<file path="config.mk">
export PLATFORM = sky130hd
export DESIGN_NAME = mfp_spi_lcd_master
export DESIGN_NICKNAME = d
export VERILOG_FILES = /design/src/rtl/mfp_spi_lcd_master_pkg.sv /design/src/rtl/mfp_sync_fifo.sv /design/src/rtl/mfp_spi_lcd_master.sv
export SDC_FILE = /design/constraint.sdc
export NUM_CORES = 1
export LEC_CHECK = 0
export ABC_AREA = 1
export BUFFER_PORTS_ARGS = -buffer_cell sky130_fd_sc_hd__buf_2
export CORE_MARGIN = 4
export CORE_UTILIZATION = 60
export CTS_CLUSTER_DIAMETER = 30
export DETAILED_ROUTE_END_ITERATION = 7
export HOLD_SLACK_MARGIN = 0.05
export PLACE_DENSITY = 0.78
export SYNTH_ARGS = -nofsm -noshare
export SYNTH_HDL_FRONTEND = slang
export SYNTH_SLANG_ARGS = --single-unit
</file>
<file path="constraint.sdc">
create_clock -name HCLK -period 5.1 [get_ports HCLK]
set_input_delay 1.02 -clock HCLK [delete_from_list [all_inputs] [get_ports HCLK]]
set_output_delay 1.02 -clock HCLK [all_outputs]
set_load 0.02 [all_outputs]
</file>
<file path="src/rtl/mfp_spi_lcd_master_pkg.sv">
// Shared constants and FSM encoding for the LCD SPI master.
package mfp_spi_lcd_master_pkg;

    // Default word width and TX FIFO depth for the board LCD link.
    localparam int MFP_SPI_DATA_W     = 8;
    localparam int MFP_SPI_FIFO_DEPTH = 16;

    // Frame sequencer states.
    typedef enum logic [2:0] {
        ST_IDLE  = 3'd0,
        ST_SETUP = 3'd1,
        ST_SHIFT = 3'd2,
        ST_HOLD  = 3'd3,
        ST_WAIT  = 3'd4,
        ST_GAP   = 3'd5
    } spi_state_t;

endpackage

</file>
<file path="src/rtl/mfp_sync_fifo.sv">
// Single-clock FIFO with a registered occupancy count and show-ahead read.
// Generic so it can be shared with other serial transmit paths.
module mfp_sync_fifo #(
    parameter int WIDTH = 8,
    parameter int DEPTH = 16
) (
    input  logic                     clk,
    input  logic                     rst,
    input  logic                     push,
    input  logic [WIDTH-1:0]         push_data,
    input  logic                     pop,
    output logic [WIDTH-1:0]         pop_data,
    output logic                     full,
    output logic                     empty,
    output logic [$clog2(DEPTH):0]   level
);

    localparam int AW = $clog2(DEPTH);

    logic [WIDTH-1:0] mem [DEPTH];
    logic [AW-1:0]    wr_ptr;
    logic [AW-1:0]    rd_ptr;
    logic [AW:0]      count;
    logic             do_push;
    logic             do_pop;

    assign do_push  = push && !full;
    assign do_pop   = pop && !empty;
    assign full     = (count == (AW+1)'(DEPTH));
    assign empty    = (count == '0);
    assign level    = count;
    assign pop_data = mem[rd_ptr];

    // Pointer and occupancy bookkeeping; pointers wrap naturally (DEPTH is a power of two).
    always_ff @(posedge clk or posedge rst) begin
        // NOTE: state registers use non-blocking assignments so every flop samples pre-edge values.
        if (rst) begin
            wr_ptr <= '0;
            rd_ptr <= '0;
            count  <= '0;
        end else begin
            if (do_push) wr_ptr <= wr_ptr + AW'(1);
            if (do_pop)  rd_ptr <= rd_ptr + AW'(1);
            case ({do_push, do_pop})
                2'b10:   count <= count + (AW+1)'(1);
                2'b01:   count <= count - (AW+1)'(1);
                default: count <= count;
            endcase
        end
    end

    // Entry storage write port.
    always_ff @(posedge clk) begin
        // NOTE: storage is deliberately not reset; an empty count makes stale contents unreachable.
        if (do_push) mem[wr_ptr] <= push_data;
    end

endmodule

</file>
<file path="src/rtl/mfp_spi_lcd_master.sv">
// Write-only SPI mode-0 master for the board LCD: TX FIFO of {last, rs, data}
// entries, programmable SCK half-period, CS held low across multi-word bursts.
module mfp_spi_lcd_master
    import mfp_spi_lcd_master_pkg::*;
#(
    parameter int DATA_W     = MFP_SPI_DATA_W,
    parameter int FIFO_DEPTH = MFP_SPI_FIFO_DEPTH,
    parameter int DIV_W      = 8
) (
    input  logic                          HCLK,
    input  logic                          HRESET,
    input  logic                          enable,
    input  logic [DIV_W-1:0]              clk_div,
    input  logic                          wr_valid,
    output logic                          wr_ready,
    input  logic [DATA_W-1:0]             wr_data,
    input  logic                          wr_rs,
    input  logic                          wr_last,
    output logic [$clog2(FIFO_DEPTH):0]   fifo_level,
    output logic                          busy,
    output logic                          SPI_SCK,
    output logic                          SPI_SDO,
    output logic                          SPI_RS,
    output logic                          SPI_CS_N
);

    localparam int EW = DATA_W + 2;
    localparam int HW = $clog2(2 * DATA_W);
    localparam logic [HW-1:0] HALF_LAST = HW'(2 * DATA_W - 1);

    logic              fifo_full;
    logic              fifo_empty;
    logic              pop;
    logic [EW-1:0]     pop_data;

    spi_state_t        state;
    logic [DIV_W-1:0]  div_q;
    logic [DIV_W-1:0]  cnt;
    logic [HW-1:0]     half_cnt;
    logic [DATA_W-1:0] shreg;
    logic              last_q;
    logic              sck_q;
    logic              sdo_q;
    logic              rs_q;
    logic              cs_n_q;
    logic              busy_q;

    assign wr_ready = !fifo_full;
    assign busy     = busy_q;
    assign SPI_SCK  = sck_q;
    assign SPI_SDO  = sdo_q;
    assign SPI_RS   = rs_q;
    assign SPI_CS_N = cs_n_q;

    mfp_sync_fifo #(
        .WIDTH (EW),
        .DEPTH (FIFO_DEPTH)
    ) u_tx_fifo (
        .clk       (HCLK),
        .rst       (HRESET),
        .push      (wr_valid),
        .push_data ({wr_last, wr_rs, wr_data}),
        .pop       (pop),
        .pop_data  (pop_data),
        .full      (fifo_full),
        .empty     (fifo_empty),
        .level     (fifo_level)
    );

    // Pop decision: start a word from IDLE/WAIT, or chain one at the end of HOLD inside a burst.
    always_comb begin
        // NOTE: default assigned first so no path leaves pop unassigned and infers a latch.
        pop = 1'b0;
        if (enable && !fifo_empty) begin
            case (state)
                ST_IDLE, ST_WAIT: pop = 1'b1;
                ST_HOLD:          pop = (cnt == '0) && !last_q;
                default:          pop = 1'b0;
            endcase
        end
    end

    // Frame sequencer with registered pin outputs; every phase lasts clk_div+1 cycles (latched at pop).
    always_ff @(posedge HCLK or posedge HRESET) begin
        if (HRESET) begin
            state    <= ST_IDLE;
            div_q    <= '0;
            cnt      <= '0;
            half_cnt <= '0;
            shreg    <= '0;
            last_q   <= 1'b0;
            sck_q    <= 1'b0;
            sdo_q    <= 1'b0;
            rs_q     <= 1'b0;
            cs_n_q   <= 1'b1;
            busy_q   <= 1'b0;
        end else if (pop) begin
            // Load the next entry; RS and the first data bit are presented during SETUP.
            state  <= ST_SETUP;
            div_q  <= clk_div;
            cnt    <= clk_div;
            shreg  <= pop_data[DATA_W-1:0];
            rs_q   <= pop_data[DATA_W];
            last_q <= pop_data[DATA_W+1];
            sdo_q  <= pop_data[DATA_W-1];
            sck_q  <= 1'b0;
            cs_n_q <= 1'b0;
            busy_q <= 1'b1;
        end else begin
            case (state)
                ST_IDLE: begin
                    sck_q  <= 1'b0;
                    cs_n_q <= 1'b1;
                    busy_q <= 1'b0;
                end
                ST_SETUP: begin
                    if (cnt != '0) begin
                        cnt <= cnt - DIV_W'(1);
                    end else begin
                        state    <= ST_SHIFT;
                        sck_q    <= 1'b1;
                        cnt      <= div_q;
                        half_cnt <= HALF_LAST;
                    end
                end
                ST_SHIFT: begin
                    if (cnt != '0) begin
                        cnt <= cnt - DIV_W'(1);
                    end else begin
                        cnt <= div_q;
                        if (half_cnt == '0) begin
                            // Final low half done; SCK is already low.
                            state <= ST_HOLD;
                        end else begin
                            half_cnt <= half_cnt - HW'(1);
                            sck_q    <= ~sck_q;
                            // Advance data on falling edges, except after the LSB, which is held.
                            if (sck_q && half_cnt != HW'(1)) begin
                                shreg <= shreg << 1;
                                sdo_q <= shreg[DATA_W-2];
                            end
                        end
                    end
                end
                ST_HOLD: begin
                    if (cnt != '0) begin
                        cnt <= cnt - DIV_W'(1);
                    end else if (last_q || !enable) begin
                        state  <= ST_GAP;
                        cs_n_q <= 1'b1;
                        cnt    <= div_q;
                    end else begin
                        state <= ST_WAIT;
                    end
                end
                ST_WAIT: begin
                    if (!enable) begin
                        state  <= ST_GAP;
                        cs_n_q <= 1'b1;
                        cnt    <= div_q;
                    end
                end
                ST_GAP: begin
                    if (cnt != '0) begin
                        cnt <= cnt - DIV_W'(1);
                    end else begin
                        state  <= ST_IDLE;
                        busy_q <= 1'b0;
                    end
                end
                default: state <= ST_IDLE;
            endcase
        end
    end

endmodule

</file>
Word level (Yosys, flattened, before mapping) --
Memories as Yosys holds them, arrays and structs flattened. Cells that the tools add are included.
Storage, ports and cells: word-level logic and storage cells 128, RAM bits 160, register bits after elaboration 49, output and inout port bits 11, latch bits 0, ROM bits 0, memories kept 1, bits of input ports 22
Cells by class: eq/ne operators 25, reduce and logical (&&, ||, !) cells 32, muxes and demuxes 48, $add $sub $neg 6, shift operators 0, $mul 0, divide/modulo/power cells 0, bitwise logic cells 2, order comparisons 0
Memory list:
- u_tx_fifo.mem | words 16, bits a word 10, rd ports 1, clocked after memory_dff 0, write ports 1, line mfp_sync_fifo.sv:20 | logic [WIDTH-1:0] mem [DEPTH];
Operator list (count):
- $mux W8 | 6
- $mux W7 | 5
- $pmux W8 S4 | 1
- $ne A3 B2 Y1 const B | 9
- $mux W3 | 7
- $mux W1 | 19
- $pmux W3 S6 | 1
- $reduce_and A4 Y1 | 4
- $mux W4 | 3
- $pmux W5 S2 | 1
- $add A4 B1 Y4 const B | 2
- $logic_not A8 Y1 | 1
- $pmux W4 S2 | 1
- $reduce_bool A2 Y1 | 4
- $reduce_bool A4 Y1 | 2
- $reduce_bool A8 Y1 | 1
- $sub A8 B1 Y8 const B | 1
- $reduce_and A7 Y1 | 1
- $eq A3 B2 Y1 const B | 2
- $eq A3 B3 Y1 const B | 2
- $ne A2 B1 Y1 const B | 3
- $ne A2 B2 Y1 const B | 3
- $pmux W1 S3 | 2
- $add A5 B1 Y5 const B | 1
- other kinds (21) | 31

Logic depth before layout (Yosys ltp) --
Gate-level depths: netlist of run 1.
depth after elaboration 7, depth in mapped cells 21

Hierarchy --
A second synthesis of run 1 with hierarchy kept.
Unflattened totals: cell total of the unflattened synthesis 1052, area total of the unflattened synthesis 9734.3 um^2
By module, submodules not included:
- mfp_sync_fifo | cells an instance 746, area each 7557.2 um^2, instances 1
- mfp_spi_lcd_master | cells an instance 306, area each 2177.1 um^2, instances 1

Worst setup path before layout of run 1 --
No wires, ideal clock.
path kind input to register, from in enable, to reg u_tx_fifo.count[4], in the netlist u_tx_fifo.level[4], stages on the path 17, setup time 0.123 ns, data required time 4.977 ns, arrival time 2.626 ns, path slack 2.351 ns, cell sequence nand2_1 -> inv_1 -> nand2_1 -> inv_1 -> buf_2 -> ha_1 -> xor2_1 -> ha_1 -> inv_1 -> nand2_1 -> nand2_1 -> nand2_1 -> nand2_1 -> nand2_1 -> nand2_1 -> nand3_1 -> xor2_1
Between the ends: cells in the longest elaborated chain, start to end 5, elaborated cells between the ends (all ways) 7, those cells by class eq/ne: 2; mux: 2; reduce/logical: 3
RTL lines:
- from (decl) | line mfp_spi_lcd_master.sv:12 | input logic enable,
- $logic_and A1 B1 Y1 (*) | line mfp_spi_lcd_master.sv:74 | if (enable && !fifo_empty) begin
- $mux W1 (*) | line mfp_spi_lcd_master.sv:74
- $logic_and A1 B1 Y1 (*) | line mfp_sync_fifo.sv:28 | assign do_pop = pop && !empty;
- net u_tx_fifo.do_pop | line mfp_sync_fifo.sv:25 | logic do_pop;
- $eq A2 B1 Y1 or $eq A2 B2 Y1 (tied branches) | line mfp_sync_fifo.sv:44 | case ({do_push, do_pop})
- $pmux W5 S2 or $reduce_bool A2 Y1 (tied branches)
- to (signal assigned) | line mfp_sync_fifo.sv:45 | 2'b10: count <= count + (AW+1)'(1);
- to (signal assigned) | line mfp_sync_fifo.sv:46 | 2'b01: count <= count - (AW+1)'(1);
- to (signal assigned) | line mfp_sync_fifo.sv:47 | default: count <= count;
- to (decl) | line mfp_sync_fifo.sv:23 | logic [AW:0] count;
Mark *: on every way through the listed nets, which the timed path passes. The rest lies on a longest branch. A chain may end at the register's enable or synchronous reset.

Worst setup path after layout of run 1 --
from reg cnt[0], to reg u_tx_fifo.count[4], in the netlist u_tx_fifo.level[4]
Between the ends: cells in the longest elaborated chain, start to end 7, elaborated cells between the ends (all ways) 9, those cells by class eq/ne: 2; mux: 3; reduce/logical: 4
RTL lines:
- from (decl) | line mfp_spi_lcd_master.sv:38 | logic [DIV_W-1:0] cnt;
- from (signal assigned) | line mfp_spi_lcd_master.sv:101 | cnt <= clk_div;
- from (signal assigned) | line mfp_spi_lcd_master.sv:118 | cnt <= cnt - DIV_W'(1);
- from (signal assigned) | line mfp_spi_lcd_master.sv:122 | cnt <= div_q;
- $logic_not A8 Y1 (*) | line mfp_spi_lcd_master.sv:77 | ST_HOLD: pop = (cnt == '0) && !last_q;
- $logic_and A1 B1 Y1 (*) | line mfp_spi_lcd_master.sv:77
- $pmux W1 S2 (*) | line mfp_spi_lcd_master.sv:75 | case (state)
- $mux W1 (*) | line mfp_spi_lcd_master.sv:74
- $logic_and A1 B1 Y1 (*) | line mfp_sync_fifo.sv:28
- $eq A2 B1 Y1 or $eq A2 B2 Y1 (tied branches) | line mfp_sync_fifo.sv:44
- $pmux W5 S2 or $reduce_bool A2 Y1 (tied branches)
Every way passes the cells marked *; elsewhere a longest branch is shown, timed or not.

==> results of run 1 <==
## stage by stage
step                cell area (sq um)   util  power [mW]
floorplan                        9230      -        4.12
global placement                 9490  0.627        4.68
detailed placement               9490  0.627        4.73
CTS                             10800  0.711        7.27
global route                    10800  0.711        7.69
finish                          10800  0.711        7.25
## power breakdown
part,switching [mW],total [mW],leakage [nW],internal [mW]
logic,1.62,2.35,1.57,0.734
registers,0.234,2.41,2.03,2.17
clock network,0.818,2.49,0.620,1.67
## worst paths after layout
kind | endpoint | slack, ns | startpoint
max | u_tx_fifo.level[4] | 2.33 | cnt[0]
min | SPI_CS_N | 0.47 | SPI_CS_N
max reg2reg | u_tx_fifo.level[4] | 2.33 | cnt[0]
min reg2reg | SPI_CS_N | 0.47 | SPI_CS_N
max in group asynchronous | u_tx_fifo.rd_ptr[0] | 3.93 | HRESET
min in group asynchronous | u_tx_fifo.level[1] | 0.68 | HRESET
## critical path: stages, from the launching register on
cell and delay, ns:
sky130_fd_sc_hd__dfrtp_1 0.37, sky130_fd_sc_hd__inv_1 0.13, sky130_fd_sc_hd__ha_1 0.19, sky130_fd_sc_hd__nand2_1 0.09, sky130_fd_sc_hd__nor2_4 0.29, sky130_fd_sc_hd__nand2_1 0.08, sky130_fd_sc_hd__nand2_1 0.08, sky130_fd_sc_hd__nand2_2 0.06
sky130_fd_sc_hd__inv_1 0.08, sky130_fd_sc_hd__ha_1 0.27, sky130_fd_sc_hd__xor2_1 0.23, sky130_fd_sc_hd__ha_1 0.18, sky130_fd_sc_hd__inv_1 0.04, sky130_fd_sc_hd__nand2_1 0.07, sky130_fd_sc_hd__nand2_1 0.07, sky130_fd_sc_hd__nand2_1 0.07
sky130_fd_sc_hd__nand2_1 0.06, sky130_fd_sc_hd__nand3b_1 0.08, sky130_fd_sc_hd__nand3_1 0.09, sky130_fd_sc_hd__xor2_1 0.14
## registers in the layout, indices dropped and copies added (netlist names)
signal / flops
SPI_CS_N: 1
SPI_RS: 1
SPI_SCK: 1
SPI_SDO: 1
busy: 1
cnt: 8
div_q: 8
half_cnt: 4
last_q: 1
shreg: 7
state: 3
u_tx_fifo.level: 5
u_tx_fifo.mem: 160
u_tx_fifo.rd_ptr: 4
u_tx_fifo.wr_ptr: 4
## Yosys cell counts, types with 2 or more instances
cell type                  number
sky130_fd_sc_hd__nand3_1       78
sky130_fd_sc_hd__nand3_4        2
sky130_fd_sc_hd__o21ai_0       92
sky130_fd_sc_hd__o221ai_1      12
sky130_fd_sc_hd__edfxtp_1     160
sky130_fd_sc_hd__o211ai_1      25
sky130_fd_sc_hd__inv_2          8
sky130_fd_sc_hd__nand3_2        5
sky130_fd_sc_hd__ha_1          14
sky130_fd_sc_hd__nand2_1      136
sky130_fd_sc_hd__inv_1         37
sky130_fd_sc_hd__a21oi_1        4
sky130_fd_sc_hd__nand4_1       11
sky130_fd_sc_hd__nand2_2        3
sky130_fd_sc_hd__o22ai_1        4
sky130_fd_sc_hd__xnor2_1        6
sky130_fd_sc_hd__xor2_1        11
sky130_fd_sc_hd__nor2_2         4
sky130_fd_sc_hd__buf_4          2
sky130_fd_sc_hd__nor2_1       139
sky130_fd_sc_hd__clkbuf_1      25
sky130_fd_sc_hd__buf_6          4
sky130_fd_sc_hd__dfrtp_1       48
sky130_fd_sc_hd__buf_2          6
## cells by family after synthesis
logic type                 after synthesis
and+or+nand+nor                        383
DFF                                    209
AOI/OAI and AO/OA                      141
buffers and inverters                   84
xor gates and xnor gates                17
adders and majority gates               14
## metal layers
metal | vias to the layer above | GRT usage | wire, microns
met5 | - | 0 | 0
met4 | 0 | 0.111 | 856
met3 | 67 | 0.0527 | 1450
met2 | 262 | 0.376 | 9880
met1 | 3119 | 0.321 | 8510
li1 | 3064 | - | -
## cell type report
cell class                 instances  area, sq um
clock buffer                      43          970
inverter                          46          173
timing repair buffer              39          213
multi-input combinational        555         2840
clock inverter                    23          303
sequential                       209         6030
tap                              188          235
fill                            1031         4380
==> PnR_summary.wiki, run 1 <==
{| class="wikitable"
! Metric !! Value
|-
| Worst slew margin relative to its limit || 0.325
|-
| Post-synthesis sequential area ratio || 0.654
|-
| Post-Synth XOR/XNOR Area || 0.0161
|-
| Clock latency at the later pin of the worst-skew pair || roughly 0.5 ns
|-
| Area of the core || roughly 0.015 sq mm
|-
| Status || finished clean
|-
| Area fraction in compound gates after synthesis || 0.0903
|-
| Post-cts sizing count || 0
|-
| Fin Setup TNS || 0 ns
|-
| Depth of the most critical reg-to-reg path || 19
|-
| Ranking of synthesized cells by area || sky130_fd_sc_hd__edfxtp_1 52%, sky130_fd_sc_hd__dfrtp_1 13%, sky130_fd_sc_hd__nor2_1 5.7%
|-
| Worst Path Arrival || 3.16 ns
|-
| Unrepaired setup endpoints after global routing || false
|-
| Simple-gate share of the synthesized area || 0.182
|-
| Clock buffer count from CTS || 37
|-
| Predominant post-synthesis flop cell || sky130_fd_sc_hd__edfxtp_1
|-
| Worst setup slack before clock tree synthesis || 2.28 ns
|-
| Fraction of final layout cells with drive strength greater than 1 || 0.142
|-
| Capturing element type of the critical path || flop
|-
| Area share of the largest cell type after synthesis || 0.521
|-
| Min Clock Period, post-route || 2.77 ns
|-
| Final weighted congestion in routability-driven placement || slightly above 0.8
|-
| Layout Area Growth over Synthesis || 16.7%
|-
| Crit path required time || about 5.5 ns
|-
| Inst Count DP || roughly 1000
|-
| Post-synthesis async set-or-reset flop share || 0.234
|-
| Main combinational cell family by area after synthesis || simple AND/OR/NAND/NOR gates
|-
| Via count || between 6000 and 7000
|-
| Count of maximum capacitance violations || 0
|-
| Core Rows || 45
|-
| PwrDens || about 670 mW/mm^2
|-
| Commonest cells after routing, fill and taps aside || 160 x sky130_fd_sc_hd__edfxtp_1, 139 x sky130_fd_sc_hd__nor2_1, 135 x sky130_fd_sc_hd__nand2_1, 92 x sky130_fd_sc_hd__o21ai_0, 78 x sky130_fd_sc_hd__nand3_1
|-
| Post-synthesis adder-cell area fraction || 0.0190
|-
| Number of synthesized register bits || 209
|-
| Number of nets with antenna violations after routing || 0
|-
| Largest net degree at the start of global routing || 83
|-
| Root cell of the clock tree || sky130_fd_sc_hd__clkbuf_16
|-
| Post-DR vias/cell || 5.90
|-
| Count of endpoints failing hold in the final timing report || 0
|-
| Global-route wire length before repair || 33000 microns
|-
| Worst-Margin Slew || slightly above 1 ns
|-
| Average routed wire per standard cell || about 19 microns
|-
| Number of cells produced by synthesis || 848
|-
| Count of buffers from port buffering || 32
|-
| Final non-filler cell total || about 1100
|-
| Worst hold-check slack || ~0.47 ns
|-
| Clock tree from TritonCTS || done
|-
| Half-perimeter wire length of the detailed placement result || roughly 12000 microns
|-
| Cell type contributing the most total cell area after synthesis || sky130_fd_sc_hd__edfxtp_1
|-
| Commonest non-fill, non-tap cell in the layout || sky130_fd_sc_hd__edfxtp_1
|-
| Number of setup buffers added after CTS || 0
|-
| Netlist area before placement || 0.00923 sq mm
|-
| Die outline height || ~130 microns
|-
| Initial antenna violation count || 0
|-
| NumNets Final || just over 900
|-
| Die Width || approximately 130 microns
|-
| Post-Syn Area per Cell || between 10 and 15 sq um
|-
| Max IR drop VDD || 0.569 mV
|-
| Instance count along the most critical hold path || 2
|-
| Number of enable flip-flop cells after synthesis || 160
|-
| Number of design rule violations left after detail routing || 0
|-
| Slew Limit Fails || 0
|-
| Maximum buffer depth of the clock tree || 3
|-
| Unique masters post-synth || 36
|-
| Final wirelength || slightly above 20000 microns
|-
| Number of top-level pins || 33
|-
| Post-CTS Hold Fix Bufs || 0
|-
| Via count of the first global-routing pass || approximately 6300
|-
| Net count after synthesis || around 880
|-
| Minimum setup slack in the final design || 2.33 ns
|-
| GRT Util Overall || 0.239
|-
| TritonCTS sink count || 209
|-
| Leftover overflow at the end of global routing || 0
|-
| Fmax || 361 MHz
|-
| Startpoint type of the worst setup path || flop
|-
| Worst clock skew || 0.0242 ns
|-
| Violation count after the first detailed-routing iteration || 570
|-
| Share of synthesized area spent on multiplexers || 0
|-
| Crit-path max FO || 12
|-
| Clock input transition at the sequential cells of the worst setup and hold paths || 0.05 ns
|-
| Count of antenna diodes in the layout || 0
|-
| Final critical-path share of the clock period || 0.544
|-
| Leakage power || 4.22 nW
|-
| Count of synthesis-stage warnings from yosys || 0
|-
| Number of optimization iterations in the first detailed-route pass || 6
|-
| H-tree depth || 2
|-
| Hold WC Path Type || reg2reg
|-
| Area of the die || about 0.017 sq mm
|-
| Final setup violating endpoints || 0
|-
| Crit path kind || reg2reg
|-
| Effective utilization at floorplan || 0.609
|}
Note: power is estimated with default switching activity, not from simulation.
==> run 2, diff against run 1 <==
--- a/config.mk
+++ b/config.mk
@@ -8,11 +8,11 @@
 export ABC_AREA = 1
 export BUFFER_PORTS_ARGS = -buffer_cell sky130_fd_sc_hd__buf_2
 export CORE_MARGIN = 4
-export CORE_UTILIZATION = 60
+export CORE_UTILIZATION = 56
 export CTS_CLUSTER_DIAMETER = 30
 export DETAILED_ROUTE_END_ITERATION = 7
 export HOLD_SLACK_MARGIN = 0.05
-export PLACE_DENSITY = 0.78
+export PLACE_DENSITY = 0.76
 export SYNTH_ARGS = -nofsm -noshare
 export SYNTH_HDL_FRONTEND = slang
 export SYNTH_SLANG_ARGS = --single-unit
==> constraint.sdc (replaced) <==
create_clock -name HCLK -period 2.5 [get_ports HCLK]
set_input_delay 0.5 -clock HCLK [delete_from_list [all_inputs] [get_ports HCLK]]
set_output_delay 0.5 -clock HCLK [all_outputs]
set_load 0.02 [all_outputs]
==> run 2 against run 1 <==
Power grew 110%. Sequential share of layout area shrank 1.9 points. Register-to-register slack lost 2.2 ns. Largest power group is now combinational logic. Die area grew 6.7%. Critical path type unchanged.
==> PnR_summary.wiki, run 2 (synthesis results as in run 1) <==
{| class="wikitable"
! Metric !! Value
|-
| Status || finished clean (unchanged)
|-
| Clock latency at the later pin of the worst-skew pair || 0.51 ns (was 0.50 ns)
|-
| Post-DR vias/cell || 5.74 (was 5.90)
|-
| Crit path required time || 2.88 ns (was 5.49 ns)
|-
| Instance area at placement || 0.00983 sq mm (was 0.00949 sq mm)
|-
| Capturing element type of the critical path || flop (unchanged)
|-
| Largest net degree at the start of global routing || 83 (unchanged)
|-
| Count of antenna diodes in the layout || 0 (unchanged)
|-
| Via count of the first global-routing pass || 6552 (was 6304)
|-
| Slew Limit Fails || 0 (unchanged)
|-
| Max IR drop VDD || 0.849 mV (was 0.569 mV)
|-
| Die outline height || 136 microns (was 132 microns)
|-
| Worst Path Arrival || 2.71 ns (was 3.16 ns)
|-
| Crit path kind || reg2reg (unchanged)
|-
| Worst slew margin relative to its limit || 0.611 (was 0.325)
|-
| Worst path cell trace || nor2_1, nand2_2, nor2_4, nand2_1, nand2_1, nand2_2, inv_4, ha_4, xor2_2, ha_2, inv_1, nand2_1, nand2_1, nand2_1, nand2_1, nand3b_1, nand3_2, xor2_1 (was inv_1, ha_1, nand2_1, nor2_4, nand2_1, nand2_1, nand2_2, inv_1, ha_1, xor2_1, ha_1, inv_1, nand2_1, nand2_1, nand2_1, nand2_1, nand3b_1, nand3_1, xor2_1)
|-
| Clock input transition at the sequential cells of the worst setup and hold paths || 0.04 ns (was 0.05 ns)
|-
| PwrDens || 1340 mW/mm^2 (was 674 mW/mm^2)
|-
| Worst hold-check slack || 0.218 ns (was 0.475 ns)
|-
| Fmax || 430 MHz (was 361 MHz)
|-
| Layout Area Growth over Synthesis || 20.8% (was 16.7%)
|-
| Final critical-path share of the clock period || 0.931 (was 0.544)
|-
| Clock tree from TritonCTS || done (unchanged)
|-
| Final non-filler cell total || 1169 (was 1103)
|-
| Instance count along the most critical hold path || 3 (was 2)
|-
| Final wirelength || 21100 microns (was 20700 microns)
|-
| Crit-path max FO || 4 (was 12)
|-
| Critical-path top delay cell || sky130_fd_sc_hd__dfrtp_1 (unchanged)
|-
| Root cell of the clock tree || sky130_fd_sc_hd__clkbuf_16 (unchanged)
|-
| Violation count after the first detailed-routing iteration || 617 (was 570)
|-
| Commonest non-fill, non-tap cell in the layout || sky130_fd_sc_hd__edfxtp_1 (unchanged)
|-
| Maximum buffer depth of the clock tree || 3 (unchanged)
|-
| Effective utilization at floorplan || 0.577 (was 0.609)
|-
| Number of nets with antenna violations after routing || 0 (unchanged)
|-
| Worst path most repeated cell || sky130_fd_sc_hd__nand2_1 (unchanged)
|-
| Hold WC Path Type || in2reg (was reg2reg)
|-
| Reg with most FFs || u_tx_fifo.mem (unchanged)
|-
| Initial antenna violation count || 0 (unchanged)
|-
| Final weighted congestion in routability-driven placement || 0.913 (was 0.815)
|-
| Total chip power || 14.9 mW (was 7.25 mW)
|-
| H-tree depth || 2 (unchanged)
|-
| Average routed wire per standard cell || 18.0 microns (was 18.8 microns)
|-
| Count of maximum capacitance violations || 0 (unchanged)
|-
| Inst Count DP || 1097 (was 1037)
|-
| TritonCTS sink count || 209 (unchanged)
|-
| Count of buffers from port buffering || 32 (unchanged)
|-
| Global-route wire length before repair || 33300 microns (was 33000 microns)
|-
| Number of filler instances in the final layout || 1149 (was 1031)
|-
| Die Width || 136 microns (was 132 microns)
|-
| Count of endpoints failing hold in the final timing report || 0 (unchanged)
|-
| Commonest cells after routing, fill and taps aside || 160 x sky130_fd_sc_hd__edfxtp_1, 138 x sky130_fd_sc_hd__nor2_1, 134 x sky130_fd_sc_hd__nand2_1, 92 x sky130_fd_sc_hd__o21ai_0, 77 x sky130_fd_sc_hd__nand3_1 (was 160 x sky130_fd_sc_hd__edfxtp_1, 139 x sky130_fd_sc_hd__nor2_1, 135 x sky130_fd_sc_hd__nand2_1, 92 x sky130_fd_sc_hd__o21ai_0, 78 x sky130_fd_sc_hd__nand3_1)
|-
| Leakage power || 4.41 nW (was 4.22 nW)
|-
| Final setup violating endpoints || 0 (unchanged)
|-
| NumNets Final || 963 (was 924)
|-
| Max stage delay on crit path || 0.41 ns (was 0.37 ns)
|-
| Depth of the most critical reg-to-reg path || 18 (was 19)
|-
| Number of optimization iterations in the first detailed-route pass || 6 (unchanged)
|-
| Max FFs per register || 160 (unchanged)
|-
| Number of design rule violations left after detail routing || 0 (unchanged)
|-
| Startpoint type of the worst setup path || flop (unchanged)
|-
| Worst-Margin Slew || 0.582 ns (was 1.01 ns)
|-
| Core Rows || 46 (was 45)
|-
| Worst clock skew || 0.0213 ns (was 0.0242 ns)
|-
| Area of the die || 0.0186 sq mm (was 0.0174 sq mm)
|-
| Final instance area || 0.0111 sq mm (was 0.0108 sq mm)
|-
| Area of the core || 0.0160 sq mm (was 0.0151 sq mm)
|-
| Half-perimeter wire length of the detailed placement result || 12500 microns (was 12200 microns)
|-
| Biggest registers after layout || u_tx_fifo.mem: 160 flops, cnt: 8 flops, div_q: 8 flops (unchanged)
|-
| GRT Util Overall || 0.234 (was 0.239)
|-
| Fin Setup TNS || 0 ns (unchanged)
|-
| Leftover overflow at the end of global routing || 0 (unchanged)
|-
| Min Clock Period, post-route || 2.33 ns (was 2.77 ns)
|-
| Clock buffer count from CTS || 38 (was 37)
|-
| Number of top-level pins || 33 (unchanged)
|-
| Fraction of final layout cells with drive strength greater than 1 || 0.183 (was 0.142)
|-
| Via count || 6713 (was 6512)
|}
[run 2: cell count changes in the layout (fill, tap and decap cells not counted), sizes merged]
cell	previous run	this run
clkinv	11	13
buf	39	76
dlygate4sd3	0	1
bufinv	6	4
[run 2: timing repair]
item / CTS / global route
endpoints found under the hold margin: 6 / 0
gates resized for setup: 0 / 12
endpoints found under the setup margin: 0 / 1
setup buffers: 0 / 5
hold buffers: 1 / 0
[run 2: metal layers]
metal | part of all wire | up-vias | track usage
li1 | - | 3136 | -
met1 | 0.42 | 3272 | 0.307
met2 | 0.49 | 255 | 0.377
met3 | 0.072 | 50 | 0.0607
met4 | 0.025 | 0 | 0.0896
met5 | 0 | - | 0
[run 2: through the flow]
stage,utilization,worst slack [ns]
final,0.697,0.172
after global placement,0.614,0.119
after detailed placement,0.614,0.0255
after global routing,0.697,-0.0406
after floorplan,-,0.0291
after CTS,0.692,0.000282
[run 2: critical path, delay by kind of cell (launching register included)]
kind          cells  cell delay (ns)
fa+ha+maj         2             0.34
flops             1             0.41
buf+inv           2             0.10
simple gates     12             1.05
xor+xnor          2             0.30
[run 2: path summary, 6_finish.rpt]
kind / endpoint / slack [ns] / startpoint
max: u_tx_fifo.level[4] / 0.17 / cnt[6]
min: div_q[4] / 0.22 / clk_div[4]
max reg2reg: u_tx_fifo.level[4] / 0.17 / cnt[6]
min reg2reg: SPI_CS_N / 0.46 / SPI_CS_N
max in group asynchronous: shreg[4] / 1.36 / HRESET
min in group asynchronous: div_q[0] / 0.59 / HRESET
[run 2: cell type report]
cell class,instances,area [sq um],share of cell area
timing repair buffer,77,551,0.0494
clock buffer,43,991,0.0889
multi-input combinational,555,2890,0.259
sequential,209,6030,0.541
inverter,46,175,0.0157
tap,216,270,0.0242
clock inverter,23,243,0.0218
[run 2: where the power goes]
| part | leakage (nW) | switching, mW | internal (mW) |
|---|---|---|---|
| Clock | 0.598 | 1.66 | 3.26 |
| Sequential | 2.03 | 0.365 | 4.43 |
| Combinational | 1.78 | 3.43 | 1.78 |
| Total | 4.41 | 5.46 | 9.48 |
==> run 3, diff against run 2 <==
==> constraint.sdc (replaced) <==
create_clock -name HCLK -period 2.5 [get_ports HCLK]
set_input_delay 0.375 -clock HCLK [delete_from_list [all_inputs] [get_ports HCLK]]
set_output_delay 0.375 -clock HCLK [all_outputs]
set_load 0.02 [all_outputs]
==> run 3 against run 2 <==
Combinational power fell by 2%. Non-clock buffer count rose by 2. Critical path type unchanged. Cell area fell by 0.73%. Utilization fell by 0.51 points. Critical endpoint unchanged. Largest cell class unchanged.
==> PnR_summary.wiki, run 3 (synthesis results as in run 1) <==
{| class="wikitable"
! Metric !! Value
|-
| Fmax || 435 MHz (was 430 MHz)
|-
| Worst path cell trace || inv_2, ha_1, nand2_1, nor2_4, nand2_1, nand2_1, nand2_2, inv_2, ha_4, xor2_2, ha_1, inv_1, nand2_1, nand2_1, nand2_1, nand2_1, nand3b_1, nand3_1, xor2_1 (was nor2_1, nand2_2, nor2_4, nand2_1, nand2_1, nand2_2, inv_4, ha_4, xor2_2, ha_2, inv_1, nand2_1, nand2_1, nand2_1, nand2_1, nand3b_1, nand3_2, xor2_1)
|-
| NumNets Final || 965 (was 963)
|-
| Number of top-level pins || 33 (unchanged)
|-
| Root cell of the clock tree || sky130_fd_sc_hd__clkbuf_16 (unchanged)
|-
| Final instance area || 0.0111 sq mm (about the same)
|-
| Startpoint of the most critical setup path || cnt[1] (was cnt[6])
|-
| Clock buffer count from CTS || 38 (unchanged)
|-
| Crit path required time || 2.88 ns (about the same)
|-
| Final setup violating endpoints || 0 (unchanged)
|-
| Worst slew margin relative to its limit || 0.588 (was 0.611)
|-
| Via count of the first global-routing pass || 6437 (was 6552)
|-
| Critical-path top delay cell || sky130_fd_sc_hd__dfrtp_1 (unchanged)
|-
| Biggest registers after layout || u_tx_fifo.mem: 160 flops, cnt: 8 flops, div_q: 8 flops (unchanged)
|-
| Maximum buffer depth of the clock tree || 3 (unchanged)
|-
| Reg with most FFs || u_tx_fifo.mem (unchanged)
|-
| Max IR drop VDD || 0.822 mV (was 0.849 mV)
|-
| TritonCTS sink count || 209 (unchanged)
|-
| Clock latency at the later pin of the worst-skew pair || 0.51 ns (about the same)
|-
| Global-route wire length before repair || 33300 microns (about the same)
|-
| Fin Setup TNS || 0 ns (unchanged)
|-
| Number of nets with antenna violations after routing || 0 (unchanged)
|-
| PwrDens || 1320 mW/mm^2 (was 1340 mW/mm^2)
|-
| Crit Reg-Reg Startpoint || cnt[1] (was cnt[6])
|-
| Leftover overflow at the end of global routing || 0 (unchanged)
|-
| Area of the core || 0.0160 sq mm (unchanged)
|-
| Number of optimization iterations in the first detailed-route pass || 5 (was 6)
|-
| Layout Area Growth over Synthesis || 20.0% (was 20.8%)
|-
| Final critical-path share of the clock period || 0.919 (was 0.931)
|-
| H-tree depth || 2 (unchanged)
|-
| Violation count after the first detailed-routing iteration || 632 (was 617)
|-
| Number of design rule violations left after detail routing || 0 (unchanged)
|-
| GRT Util Overall || 0.235 (was 0.234)
|-
| Worst setup slack before clock tree synthesis || 0.0691 ns (was 0.0255 ns)
|-
| Instance area at placement || 0.00984 sq mm (was 0.00983 sq mm)
|-
| Commonest non-fill, non-tap cell in the layout || sky130_fd_sc_hd__edfxtp_1 (unchanged)
|-
| Slew Limit Fails || 0 (unchanged)
|-
| Worst path most repeated cell || sky130_fd_sc_hd__nand2_1 (unchanged)
|-
| Capturing element type of the critical path || flop (unchanged)
|-
| Crit path kind || reg2reg (unchanged)
|-
| Area of the die || 0.0186 sq mm (unchanged)
|-
| Commonest cells after routing, fill and taps aside || 160 x sky130_fd_sc_hd__edfxtp_1, 138 x sky130_fd_sc_hd__nor2_1, 135 x sky130_fd_sc_hd__nand2_1, 92 x sky130_fd_sc_hd__o21ai_0, 78 x sky130_fd_sc_hd__nand3_1 (was 160 x sky130_fd_sc_hd__edfxtp_1, 138 x sky130_fd_sc_hd__nor2_1, 134 x sky130_fd_sc_hd__nand2_1, 92 x sky130_fd_sc_hd__o21ai_0, 77 x sky130_fd_sc_hd__nand3_1)
|-
| Final weighted congestion in routability-driven placement || 0.857 (was 0.913)
|-
| Count of endpoints failing hold in the final timing report || 0 (unchanged)
|-
| Count of buffers from port buffering || 32 (unchanged)
|-
| Min Clock Period, post-route || 2.30 ns (was 2.33 ns)
|-
| Die Width || 136 microns (unchanged)
|-
| Crit-path max FO || 4 (unchanged)
|-
| Max stage delay on crit path || 0.38 ns (was 0.41 ns)
|-
| Max FFs per register || 160 (unchanged)
|-
| Worst-Margin Slew || 0.618 ns (was 0.582 ns)
|-
| Via count || 6608 (was 6713)
|-
| Count of antenna diodes in the layout || 0 (unchanged)
|-
| Gate family responsible for the most delay along the worst path || simple AND/OR/NAND/NOR gates (unchanged)
|-
| Count of maximum capacitance violations || 0 (unchanged)
|-
| Worst Path Arrival || 2.68 ns (was 2.71 ns)
|-
| Clock tree from TritonCTS || done (unchanged)
|-
| Minimum setup slack in the final design || 0.203 ns (was 0.172 ns)
|-
| Die outline height || 136 microns (unchanged)
|-
| Effective utilization at floorplan || 0.577 (unchanged)
|-
| Leakage power || 4.40 nW (was 4.41 nW)
|-
| Average routed wire per standard cell || 17.9 microns (was 18.0 microns)
|-
| Hold WC Path Type || in2reg (unchanged)
|-
| Status || finished clean (unchanged)
|-
| Total chip power || 14.6 mW (was 14.9 mW)
|-
| Count of buffer and inverter cells on the critical path || 3 (was 2)
|-
| Core Rows || 46 (unchanged)
|-
| Initial antenna violation count || 0 (unchanged)
|-
| Fraction of final layout cells with drive strength greater than 1 || 0.180 (was 0.183)
|-
| Half-perimeter wire length of the detailed placement result || 13000 microns (was 12500 microns)
|-
| Largest net degree at the start of global routing || 62 (was 83)
|-
| Hold_sp || clk_div[7] (was clk_div[4])
|-
| Clock input transition at the sequential cells of the worst setup and hold paths || 0.04 ns (about the same)
|-
| Worst clock skew || 0.0199 ns (was 0.0213 ns)
|-
| Worst hold-check slack || 0.0933 ns (was 0.218 ns)
|-
| Final wirelength || 21000 microns (was 21100 microns)
|-
| Startpoint type of the worst setup path || flop (unchanged)
|-
| Post-DR vias/cell || 5.63 (was 5.74)
|}
-- run 3: changes by cell type in the layout (fill, tap and decap cells not counted), moves of 2 or more --
cell and delta:
sky130_fd_sc_hd__clkbuf_1 +5, sky130_fd_sc_hd__clkinv_2 +5, sky130_fd_sc_hd__inv_6 -5, sky130_fd_sc_hd__buf_4 +4, sky130_fd_sc_hd__bufinv_16 -3, sky130_fd_sc_hd__clkinv_1 -3, sky130_fd_sc_hd__buf_12 -2, sky130_fd_sc_hd__clkbuf_8 +2
sky130_fd_sc_hd__clkinv_8 +2, sky130_fd_sc_hd__ha_1 +2
-- run 3: stage by stage --
stage,instances,util
6_report,1174,0.692
3_3_place_gp,1102,0.615
2_1_floorplan,848,-
3_5_place_dp,1102,0.615
4_1_cts,1172,0.690
5_1_grt,1174,0.692
-- run 3: layout make-up --
cell class	count	area, sq um
Timing Repair Buffer	79	541
Fill cell	1168	4930
Tap cell	216	270
Multi-Input combinational cell	555	2860
Sequential cell	209	6030
Clock inverter	19	155
Inverter	46	173
Clock buffer	50	1040
-- run 3: worst paths after layout --
check                           depth (start not counted)             endpoint  slack [ns]
worst min register to register                          2                 busy        0.46
min in group asynchronous                               3  u_tx_fifo.rd_ptr[1]        0.35
worst max-delay path                                   19   u_tx_fifo.level[4]        0.20
max in group asynchronous                               4             SPI_CS_N        1.52
worst min-delay path                                    3             div_q[7]        0.09
worst max register to register                         19   u_tx_fifo.level[4]        0.20
-- run 3: routing by layer --
layer / GRT usage / share of wire
met4: 0.0857 / 0.025
met5: 0 / 0
met1: 0.318 / 0.41
met3: 0.0507 / 0.085
met2: 0.378 / 0.48
-- run 3: worst min-delay path, cell delays in order --
cell and delay, ns:
sky130_fd_sc_hd__buf_2 0.07, sky130_fd_sc_hd__nand2_1 0.05, sky130_fd_sc_hd__nand2_1 0.05
-- run 3: what timing repair did --
item	4_1_cts	5_1_grt
hold buffers	1	0
resized for setup	0	4
setup endpoints to repair	0	1
setup buffers	0	2
endpoints found under the hold margin	9	0
-- run 3: power by group --
part           internal [mW]  switching [mW]  total, mW
Sequential              4.44           0.378       4.81
Clock                   3.02            1.63       4.65
Combinational           1.73            3.37       5.10
